[src/rtl/elbeth_fetch_unit_pkg.sv]
// Shared encodings and constants for the ELBETH instruction-fetch stage.
package elbeth_fetch_unit_pkg;

    typedef enum logic [1:0] {
        FETCH_REQ  = 2'd0,
        FETCH_IDLE = 2'd1,
        FETCH_HALT = 2'd2
    } fetch_state_e;

    localparam logic [31:0] FETCH_RESET_PC = 32'h0000_0000;
    localparam logic [31:0] FETCH_STEP     = 32'd4;

    // A fetch target must be word aligned; only the two LSBs matter.
    function automatic logic is_misaligned(input logic [1:0] addr_lsb);
        return addr_lsb != 2'b00;
    endfunction

endpackage

[src/rtl/elbeth_fetch_skid.sv]
// One-entry skid buffer catching a fetch response that arrives while ID is stalled-full.
module elbeth_fetch_skid (
    input  logic        clk,
    input  logic        rst,
    input  logic        load,
    input  logic        drain,
    input  logic        flush,
    input  logic [31:0] load_data,
    input  logic [31:0] load_pc,
    output logic        valid,
    output logic [31:0] data,
    output logic [31:0] pc
);

    // Flush wins over load so a redirect always leaves the buffer empty.
    always_ff @(posedge clk) begin
        if (rst) begin
            valid <= 1'b0;
            data  <= 32'h0;
            pc    <= 32'h0;
        end else if (flush) begin
            valid <= 1'b0;
        end else if (load) begin
            valid <= 1'b1;
            data  <= load_data;
            pc    <= load_pc;
        end else if (drain) begin
            valid <= 1'b0;
        end
    end

endmodule

[src/rtl/elbeth_fetch_unit.sv]
// Instruction-fetch stage: owns the PC, drives the imem handshake, fills IF/ID.
//
// state      | meaning
// FETCH_REQ  | request outstanding on imem (imem_valid=1)
// FETCH_IDLE | no request; waiting for IF/ID or the skid buffer to free up
// FETCH_HALT | misaligned target taken; no request until a trap redirect
module elbeth_fetch_unit
    import elbeth_fetch_unit_pkg::*;
#(
    parameter logic [31:0] RESET_PC = FETCH_RESET_PC
) (
    input  logic        clk,
    input  logic        rst,
    input  logic [31:0] pc_branch,
    input  logic        branch_taken,
    input  logic        trap_valid,
    input  logic [31:0] trap_pc,
    input  logic        id_stall,
    output logic        imem_valid,
    output logic [31:0] imem_addr,
    input  logic        imem_ready,
    input  logic [31:0] imem_rdata,
    output logic [31:0] id_instruction,
    output logic [31:0] id_pc,
    output logic        id_valid,
    output logic        fetch_misaligned,
    output logic [31:0] xcpt_addr
);

    fetch_state_e state_q, state_d;
    logic [31:0]  pc_q, pc_d;
    logic [31:0]  target_q, target_d;
    logic         kill_q, kill_d;
    logic         halt_pend_q, halt_pend_d;
    logic         id_valid_q, id_valid_d;
    logic [31:0]  id_instr_q, id_instr_d;
    logic [31:0]  id_pc_q, id_pc_d;
    logic         misaligned_q, misaligned_d;
    logic [31:0]  xcpt_q, xcpt_d;

    logic         skid_load, skid_drain, skid_flush;
    logic         skid_valid;
    logic [31:0]  skid_data, skid_pc;

    logic         br, tr, misalign;
    logic         accept, waiting, stalled_full;
    logic [31:0]  redirect_pc;
    logic         unused_trap_lsb;

    assign br           = branch_taken & id_valid_q & ~id_stall;
    assign tr           = trap_valid;
    assign misalign     = br & ~tr & is_misaligned(pc_branch[1:0]);
    assign redirect_pc  = tr ? {trap_pc[31:2], 2'b00} : pc_branch;
    assign accept       = (state_q == FETCH_REQ) & imem_ready;
    assign waiting      = (state_q == FETCH_REQ) & ~imem_ready;
    assign stalled_full = id_valid_q & id_stall;

    // Trap handlers are always word aligned; the low bits are deliberately dropped.
    assign unused_trap_lsb = ^trap_pc[1:0];

    elbeth_fetch_skid u_skid (
        .clk       (clk),
        .rst       (rst),
        .load      (skid_load),
        .drain     (skid_drain),
        .flush     (skid_flush),
        .load_data (imem_rdata),
        .load_pc   (pc_q),
        .valid     (skid_valid),
        .data      (skid_data),
        .pc        (skid_pc)
    );

    // Next-state, redirect handling and IF/ID / skid routing.
    always_comb begin
        state_d      = state_q;
        pc_d         = pc_q;
        target_d     = target_q;
        kill_d       = kill_q;
        halt_pend_d  = halt_pend_q;
        id_valid_d   = id_valid_q;
        id_instr_d   = id_instr_q;
        id_pc_d      = id_pc_q;
        misaligned_d = 1'b0;
        xcpt_d       = xcpt_q;
        skid_load    = 1'b0;
        skid_drain   = 1'b0;
        skid_flush   = 1'b0;

        if (tr || br) begin
            id_valid_d = 1'b0;
            skid_flush = 1'b1;
            if (misalign) begin
                misaligned_d = 1'b1;
                xcpt_d       = pc_branch;
            end
            if (waiting) begin
                // imem_addr must stay put until the abandoned response returns.
                kill_d      = 1'b1;
                target_d    = redirect_pc;
                halt_pend_d = misalign;
            end else begin
                kill_d      = 1'b0;
                halt_pend_d = 1'b0;
                if (misalign) begin
                    state_d = FETCH_HALT;
                end else begin
                    pc_d    = redirect_pc;
                    state_d = FETCH_REQ;
                end
            end
        end else if (kill_q) begin
            if (accept) begin
                kill_d      = 1'b0;
                halt_pend_d = 1'b0;
                if (halt_pend_q) begin
                    state_d = FETCH_HALT;
                end else begin
                    pc_d    = target_q;
                    state_d = FETCH_REQ;
                end
            end
        end else if (state_q != FETCH_HALT) begin
            if (accept) begin
                pc_d = pc_q + FETCH_STEP;
                if (!stalled_full) begin
                    id_valid_d = 1'b1;
                    id_instr_d = imem_rdata;
                    id_pc_d    = pc_q;
                end else begin
                    skid_load = 1'b1;
                end
            end else if (skid_valid && !stalled_full) begin
                id_valid_d = 1'b1;
                id_instr_d = skid_data;
                id_pc_d    = skid_pc;
                skid_drain = 1'b1;
            end else if (!id_stall) begin
                id_valid_d = 1'b0;
            end
            // A drained skid entry still costs one IDLE cycle before the next request.
            if (!waiting) begin
                state_d = (skid_valid || skid_load || (id_valid_d && id_stall))
                          ? FETCH_IDLE : FETCH_REQ;
            end
        end
    end

    // State and pipeline registers.
    always_ff @(posedge clk) begin
        if (rst) begin
            state_q      <= FETCH_REQ;
            pc_q         <= RESET_PC;
            target_q     <= 32'h0;
            kill_q       <= 1'b0;
            halt_pend_q  <= 1'b0;
            id_valid_q   <= 1'b0;
            id_instr_q   <= 32'h0;
            id_pc_q      <= 32'h0;
            misaligned_q <= 1'b0;
            xcpt_q       <= 32'h0;
        end else begin
            state_q      <= state_d;
            pc_q         <= pc_d;
            target_q     <= target_d;
            kill_q       <= kill_d;
            halt_pend_q  <= halt_pend_d;
            id_valid_q   <= id_valid_d;
            id_instr_q   <= id_instr_d;
            id_pc_q      <= id_pc_d;
            misaligned_q <= misaligned_d;
            xcpt_q       <= xcpt_d;
        end
    end

    // Requests are abandoned immediately under reset.
    assign imem_valid       = (state_q == FETCH_REQ) & ~rst;
    assign imem_addr        = pc_q;
    assign id_valid         = id_valid_q;
    assign id_instruction   = id_instr_q;
    assign id_pc            = id_pc_q;
    assign fetch_misaligned = misaligned_q;
    assign xcpt_addr        = xcpt_q;

endmodule
[config.mk]
export PLATFORM = sky130hd
export DESIGN_NAME = elbeth_fetch_unit
export DESIGN_NICKNAME = d
export VERILOG_FILES = /design/src/rtl/elbeth_fetch_unit_pkg.sv /design/src/rtl/elbeth_fetch_skid.sv /design/src/rtl/elbeth_fetch_unit.sv
export SDC_FILE = /design/constraint.sdc
export NUM_CORES = 1
export LEC_CHECK = 0
export CAP_MARGIN = 0
export CELL_PAD_IN_SITES_DETAIL_PLACEMENT = 2
export CELL_PAD_IN_SITES_GLOBAL_PLACEMENT = 2
export CORE_ASPECT_RATIO = 1.4
export CORE_MARGIN = 1
export CORE_UTILIZATION = 30
export CTS_BUF_LIST = sky130_fd_sc_hd__clkbuf_8
export DETAILED_ROUTE_END_ITERATION = 12
export PLACE_DENSITY_LB_ADDON = 0.1
export REMOVE_ABC_BUFFERS = 1
export SYNTH_ARGS = -nofsm -noshare
export SYNTH_HDL_FRONTEND = slang
export SYNTH_SLANG_ARGS = --single-unit
[constraint.sdc]
create_clock -name clk -period 3.08 [get_ports clk]
set_clock_uncertainty 0.15 [all_clocks]
set_input_delay 0.462 -clock clk [delete_from_list [all_inputs] [get_ports clk]]
set_output_delay 0.462 -clock clk [all_outputs]
set_load 0.05 [all_outputs]
# == Yosys cells after proc, flatten, opt, wreduce, memory -nomap -nowiden ==
# Cells that the tools add are included.
# op_classes
n_addsub,1
div_mod_pow,0
bitwise_logic,15
shifts,0
muxes,56
n_lt_le_gt_ge,0
n_eq_ne,7
reduce_logical,24
multipliers,0
# ops
op,n
$mux W32,15
$mux W1,33
$add A32 B3 Y32 const B,1
$mux W2,8
$ne A2 B2 Y1 const B,5
$reduce_and A2 Y1,5
$reduce_and A5 Y1,2
$reduce_bool A2 Y1,5
$and A1 B1 Y1,8
$not A1 Y1,7
$reduce_or A2 Y1,3
$reduce_and A4 Y1,1
$logic_or A1 B1 Y1,3
$ne A3 B1 Y1 const B,1
$ne A3 B2 Y1 const B,1
$reduce_bool A3 Y1,1
$logic_and A1 B1 Y1,2
$logic_not A2 Y1,1
$logic_not A1 Y1,1
# totals
output_inout_bits,131
mem_bits_ro,0
ram_bits,0
word_cells,116
input_bits,102
n_memories,0
register_bits,231
latch_bits,0

# == Depth between registers and ports, before layout ==
# Gate-level depths: netlist of the first run.
# depth
ltp_word,15
mapped_depth,8
mapped_depth_nobuf,6

# == Modules after synthesis ==
# From an unflattened synthesis of the first run, not the netlist that was laid out.
# unflattened
cells_unflattened,1308
hier_area_um2,11170.7
# modules_own_cells
mod,cells_each,instances,area_per_inst_um2,seq_area_each_um2
elbeth_fetch_unit,1012,1,7902.6,3323.2
elbeth_fetch_skid,296,1,3268.1,1301.2

# == Least setup slack after synthesis of the first run ==
# Ideal clock, no wire load.
# synth_path
path_kind,register -> register
startpoint,"reg pc_q[2], in the netlist imem_addr[2]"
endpoint,"reg pc_q[28], in the netlist imem_addr[28]"
slack_ps,370
t_arrival_ps,2433
required_time_ps,2804
period_less_slack_ps,2710
path_buffers,1
setup_time_ps,126
path_stages_with_launch,8
path_cell_list,dfxtp_1 ha_1 nand2_1 or4_4 buf_2 o41ai_1 o211ai_1 nor3b_2
# synth_between
elab_chain_cells,5
# synth_lines
item,line_no,source
from (decl),elbeth_fetch_unit.sv:31,"logic [31:0] pc_q, pc_d;"
from (signal assigned),elbeth_fetch_unit.sv:164,pc_q <= pc_d;
$add A32 B3 Y32,elbeth_fetch_unit.sv:125,pc_d = pc_q + FETCH_STEP;
$mux W32,elbeth_fetch_unit.sv:124,if (accept) begin
$mux W32,elbeth_fetch_unit.sv:123,end else if (state_q != FETCH_HALT) begin
$mux W32,elbeth_fetch_unit.sv:112,end else if (kill_q) begin
$mux W32,elbeth_fetch_unit.sv:90,if (tr || br) begin
# No other way between the ends. The select of a mux whose other input is x is not followed.
# A chain may end at the register's enable or synchronous reset.

# == Worst setup path after layout of the first run ==
# layout_path
startpoint,"reg pc_q[20], in the netlist imem_addr[20]"
endpoint,out imem_addr[20]
# layout_rtl
item,line_no,source
to (decl),elbeth_fetch_unit.sv:20,"output logic [31:0] imem_addr,"
# No word-level cell between the ends.

==> run summary, run 1 <==
* post-CTS resize count: 0
* crit path buf inv count: 1
* shortest period the worst path allows: 2610 ps
* run status: completed
* number of iterations in the first detailed-routing pass: 4
* category of the worst setup path capture point: output pin
* Reg2Reg Depth: 5
* layout cells sized above 1: 9.51%
* effective utilization at floorplan: 30.6%
* Fillers: 3,779
* number of nets in the layout: 1,614
* vias per cell: 5.23
* floorplan die area: 34,700 um2
* Synth Register Bits: 231
* number of instances in the placed design: 1,912
* post-route cell area: 14,000 um2
* total power: 7570 uW
* sequential fraction of the synthesis area: 45.3%
* filler-free cell count of the finished design: 1,981
* met2 Usage GRT: 39.9%
* max_cap viols: 0
* clock buffer count from CTS: 42
* RSZ-0062 raised after global routing: no
* final worst-path cycle share: 84.7%
* placeable core area: 33,300 um2
* worst rel slew slack: 43.9%
* Primary FF master, synth: sky130_fd_sc_hd__dfxtp_1
* total number of vias: 10,356
* total DRC errors in the routed layout: 0
* maximum vdd drop: 294 uV
* kind of launch point of the worst setup path: register
* Horiz. Die Dim: 158 um
* global routing met1 resource utilization: 25.6%
* GR Overflow Total: 0
* delay of the slowest cell on the worst path: 890 ps
* PD cells: 542 nW/um2
* count of distinct cell types in the synthesized netlist: 65
* aggregate global-route resource usage: 22.0%
* highest net fanout along the worst path: 9
* diodes inserted: 0
* Hold Path Cell Cnt: 2
* Final GP Congestion: 0.830
* synthesized area: 10,200 um2
* number of buffers inserted by post-CTS setup repair: 0
* clk slew on worst S/H paths: 60 ps
* HPWL after detailed placement: 25,500 um
* synthesis-to-layout area growth: 37.1%
* number of antenna violations at the first check in global routing: 0
* Yosys top cell by area: sky130_fd_sc_hd__dfxtp_1
* post-DR wirelength/cell: 19.0 um
* hold violation count in the final report: 0
* smallest hold slack: 125 ps
* number of warning messages in the yosys log: 0
* Root Driver: sky130_fd_sc_hd__clkbuf_8
* top cell types by occurrence after synthesis: sky130_fd_sc_hd__nand2_1 (375), sky130_fd_sc_hd__dfxtp_1 (231), sky130_fd_sc_hd__a21oi_1 (131)
* critical path required time: 2470 ps
* transition at the pin with the smallest max-transition slack: 842 ps
* number of flops mapped to enable cells by yosys: 0
* initial DRC count: 293
* CTS tree: done
* total number of cells along the worst setup path: 1
* TritonCTS sink count: 231
* first-pass GRT wire length: 60,000 um
* deepest clock path buffer count: 3
* overall die height: 220 um
* number of hold buffers added after CTS: 0
* IO buf count: 230
* H-tree Lvls: 2
* category of the critical setup timing path: reg2out
* worst hold path class: in2reg
* remaining antenna violation count: 0
* CP max-delay cell: sky130_fd_sc_hd__clkdlybuf4s50_1
* Synth Instances: 1,298
* Avg Synthesized Cell Area: 7.86 um2
* Finished Core Util: 42.0%
* worst path cell trace: clkdlybuf4s50_1
* most used standard cell by instance count after synthesis: sky130_fd_sc_hd__nand2_1
* global-route layer with the greatest usage: met2
* leak pwr: 0.00474 uW
* placed inst area: 13,200 um2
* FP Rows: 79
* clock insertion delay at the later pin of the skew report: 570 ps
* Peak Freq: 0.383 GHz
* area share of the largest cell type after synthesis: 45.3%
* met3 capacity usage during global routing: 4.25%
* FFs w/ async S/R, synth: 0%
* count of endpoints failing setup in the final report: 0
* largest net degree at the start of global routing: 112
* final routed wirelength across all metal layers: 37,600 um
* arrival time reported for the critical path endpoint: 2000 ps
* via count of the first global-routing pass: 11,196
* Top Ports: 233
* cell type group with the largest total delay on the critical path: buffers and inverters
* max-slew violation total from the final report: 0
* cells taking the most area after synthesis: sky130_fd_sc_hd__dfxtp_1 (45%), sky130_fd_sc_hd__nand2_1 (14%), sky130_fd_sc_hd__a21oi_1 (6.4%)
-- worst paths after layout --
check,slack [ps],end,start
setup / recovery,470,imem_addr[20],imem_addr[20]
hold / removal,130,halt_pend_q,rst
setup reg to reg,520,imem_addr[27],imem_addr[14]
hold reg to reg,310,xcpt_addr[1],xcpt_addr[1]
-- routing by layer --
metal  up-vias  part of all wire (%)
met4         0                   2.6
met5         -                     0
met2       222                    50
met3        65                   4.7
met1      5109                    42
li1       4960                     -
-- cells in the final DEF (no fill, tap or decap), types with 4 or more instances in the layout --
master,count
sky130_fd_sc_hd__mux2i_1,30
sky130_fd_sc_hd__a211oi_1,30
sky130_fd_sc_hd__clkdlybuf4s50_1,227
sky130_fd_sc_hd__inv_1,23
sky130_fd_sc_hd__or3_1,12
sky130_fd_sc_hd__a21oi_1,130
sky130_fd_sc_hd__a311oi_1,67
sky130_fd_sc_hd__o211ai_1,9
sky130_fd_sc_hd__clkbuf_8,50
sky130_fd_sc_hd__nor3_1,15
sky130_fd_sc_hd__o21ai_0,19
sky130_fd_sc_hd__a31oi_1,10
sky130_fd_sc_hd__nand2_1,375
sky130_fd_sc_hd__nor3_2,8
sky130_fd_sc_hd__buf_4,40
sky130_fd_sc_hd__a21oi_2,4
sky130_fd_sc_hd__nand4_1,7
sky130_fd_sc_hd__o31ai_1,12
sky130_fd_sc_hd__a211oi_2,6
sky130_fd_sc_hd__or4_1,6
sky130_fd_sc_hd__buf_12,14
sky130_fd_sc_hd__xor2_1,5
sky130_fd_sc_hd__nor2_1,108
sky130_fd_sc_hd__nor4_1,6
sky130_fd_sc_hd__nand2b_1,4
sky130_fd_sc_hd__nand3_1,23
sky130_fd_sc_hd__dfxtp_1,231
-- registers in the layout (all words and copies together) (netlist names) --
name,count
halt_pend_q,1
target_q,32
id_pc,32
id_instruction,32
u_skid.data,32
imem_addr,32
id_valid,1
kill_q,1
state_q,2
fetch_misaligned,1
u_skid.valid,1
xcpt_addr,32
u_skid.pc,32
-- through the flow --
| stage | setup slack [ps] | TNS (ps) |
|---|---|---|
| after floorplan | -4220 | -442040 |
| after global placement | 208 | 0 |
| after detailed placement | 150 | 0 |
| after CTS | 431 | 0 |
| after global routing | 388 | 0 |
| final | 472 | 0 |
-- layout make-up --
| class | count | area [um2] | share of cell area, % |
|---|---|---|---|
| clock buffers | 49 | 674 | 4.83 |
| clock inverters | 20 | 106 | 0.761 |
| inverters | 7 | 26.3 | 0.188 |
| multi-input cells | 946 | 5120 | 36.6 |
| flip-flops and latches | 231 | 4620 | 33.1 |
| well taps | 445 | 557 | 3.98 |
| repair buffers | 283 | 2870 | 20.5 |
-- kinds of logic after synthesis --
group	Yosys count	synth area share (%)
and+or+nand+nor	587	24.7
muxes	33	3.28
buffers and inverters	121	4.90
adders and majority gates	1	0.123
DFF	231	45.3
xor gates and xnor gates	6	0.515
AOI/OAI and AO/OA	319	21.1
-- power breakdown --
group,internal [uW],switching (uW),leakage [uW]
combinational,553,940,0.00239
sequential,3130,121,0.00188
clock,1510,1320,0.000461
total,5190,2380,0.00474
No activity file was read; power rests on OpenSTA's default activity.
==> inputs of run 2 (changes only) <==
- clock period: 3.08 -> 2.7 ns (I/O delays scaled with it)
==> run 2 against run 1 <==
Compared with the run above:
- wire length is 0.30% higher
- final cell count is 1.2% higher
- global-route usage is 0.072 points higher
- critical path depth is 1 higher
- power is 15% higher
- non-clock buffer count is 20 higher
- largest cell class unchanged
- combinational power is 19% higher
- design area is 1.7% higher
- sequential power is 14% higher
- sequential share of layout area is 0.54 points lower
- sequential cell count stayed put
- critical endpoint is now imem_addr[5]
==> run summary, run 2 (same netlist as run 1, synthesis figures left out) <==
* transition at the pin with the smallest max-transition slack: 729 ps
* total area of multi-input combinational cells: 5120 um2
* post-route cell area: 14,200 um2
* count of endpoints failing setup in the final report: 0
* post-DR wirelength/cell: 18.8 um
* max_cap viols: 0
* delay of the slowest cell on the worst path: 830 ps
* diodes inserted: 0
* via count of the first global-routing pass: 11,414
* most frequent standard cell in the layout excluding fill and tap cells: sky130_fd_sc_hd__nand2_1
* IO buf count: 230
* category of the critical setup timing path: reg2out
* highest net fanout along the worst path: 8
* met3 capacity usage during global routing: 4.39%
* category of the worst setup path capture point: output pin
* number of hold buffers added after CTS: 0
* largest net degree at the start of global routing: 123
* Peak Freq: 0.392 GHz
* vias per cell: 5.16
* post-CTS resize count: 0
* arrival time reported for the critical path endpoint: 2000 ps
* critical path required time: 2140 ps
* global routing met1 resource utilization: 25.7%
* kind of launch point of the worst setup path: register
* Top Ports: 233
* CP max-delay cell: sky130_fd_sc_hd__clkdlybuf4s50_1
* clock buffer count from CTS: 42
* Fillers: 3,786
* aggregate global-route resource usage: 22.1%
* global-route layer with the greatest usage: met2
* number of buffers inserted by post-CTS setup repair: 0
* floorplan die area: 34,700 um2
* worst rel slew slack: 51.4%
* initial DRC count: 321
* final routed wirelength across all metal layers: 37,700 um
* number of nets in the layout: 1,634
* worst path cell trace: buf_4 > clkdlybuf4s50_1
* crit path buf inv count: 2
* number of antenna violations at the first check in global routing: 0
* clock insertion delay at the later pin of the skew report: 560 ps
* leading cell types in the layout, fill and taps excluded: sky130_fd_sc_hd__nand2_1 (375), sky130_fd_sc_hd__dfxtp_1 (231), sky130_fd_sc_hd__clkdlybuf4s50_1 (227)
* H-tree Lvls: 2
* final worst-path cycle share: 94.5%
* Final GP Congestion: 0.807
* layout cells sized above 1: 10.6%
* maximum vdd drop: 339 uV
* Root Driver: sky130_fd_sc_hd__clkbuf_8
* Horiz. Die Dim: 158 um
* placement-stage worst setup slack: 5.28 ps
* cell type group with the largest total delay on the critical path: buffers and inverters
* TritonCTS sink count: 231
* synthesis-to-layout area growth: 39.3%
* number of iterations in the first detailed-routing pass: 4
* first-pass GRT wire length: 60,500 um
* PD cells: 612 nW/um2
* shortest period the worst path allows: 2550 ps
* total DRC errors in the routed layout: 0
* remaining antenna violation count: 0
* Sum Neg Setup Slack: 0 ps
* deepest clock path buffer count: 3
* RSZ-0062 raised after global routing: no
* met2 Usage GRT: 39.5%
* sequential cell area: 4620 um2
* HPWL after detailed placement: 25,600 um
* max-slew violation total from the final report: 0
* leak pwr: 0.00488 uW
* worst hold path class: in2reg
* Worst Setup Slack, final: 149 ps
* GR Overflow Total: 0
* effective utilization at floorplan: 30.6%
* hold violation count in the final report: 0
* CTS tree: done
* placeable core area: 33,300 um2
* overall die height: 220 um
* clk slew on worst S/H paths: 70 ps
* run status: completed
* total number of vias: 10,348
* placed inst area: 13,400 um2
* FP Rows: 79
* total power: 8700 uW
-- run 2: cell types whose count changed in the layout (fill, tap and decap cells not counted), sizes merged --
cell	previous run	this run
buf	55	75
clkinv	1	0
clkbuf	50	51
inv	24	27
-- run 2: final timing paths --
check | from | to | slack, ps | depth (start not counted)
max reg2reg | imem_addr[3] | imem_addr[20] | 270 | 6
min | rst | imem_addr[9] | 180 | 3
max | imem_addr[5] | imem_addr[5] | 150 | 2
min reg2reg | xcpt_addr[3] | xcpt_addr[3] | 310 | 2
-- run 2: layer usage --
metal  part of all wire (%)  wire length [um]
met1                     43             16100
met2                     50             18800
met3                    4.9              1840
met4                    2.7              1030
met5                      0                 0
-- run 2: worst min-delay path, delay by kind of cell --
kind / cells / cell delay, ps
AOI/OAI and AO/OA: 1 / 150
buffers and inverters: 2 / 270
-- run 2: cell type report --
| class | count | area share, % |
|---|---|---|
| Timing Repair Buffer | 303 | 21.7 |
| Inverter | 7 | 0.185 |
| Tap cell | 445 | 3.92 |
| Clock inverter | 22 | 0.793 |
| Multi-Input combinational cell | 946 | 36.0 |
| Clock buffer | 50 | 4.84 |
| Sequential cell | 231 | 32.5 |
-- run 2: where the power goes --
part | total, uW | switching, uW | leakage, uW | internal [uW]
clock | 3240 | 1490 | 0.000480 | 1760
sequential | 3690 | 116 | 0.00188 | 3570
combinational | 1770 | 1100 | 0.00252 | 665
-- run 2: stage by stage --
stage	hold WS, ps	utilization (%)	instances
global placement	289	40.3	1932
CTS	140	42.7	2004
detailed placement	300	40.3	1932
finish	176	42.7	2004
global route	167	42.7	2004
floorplan	275	-	1184
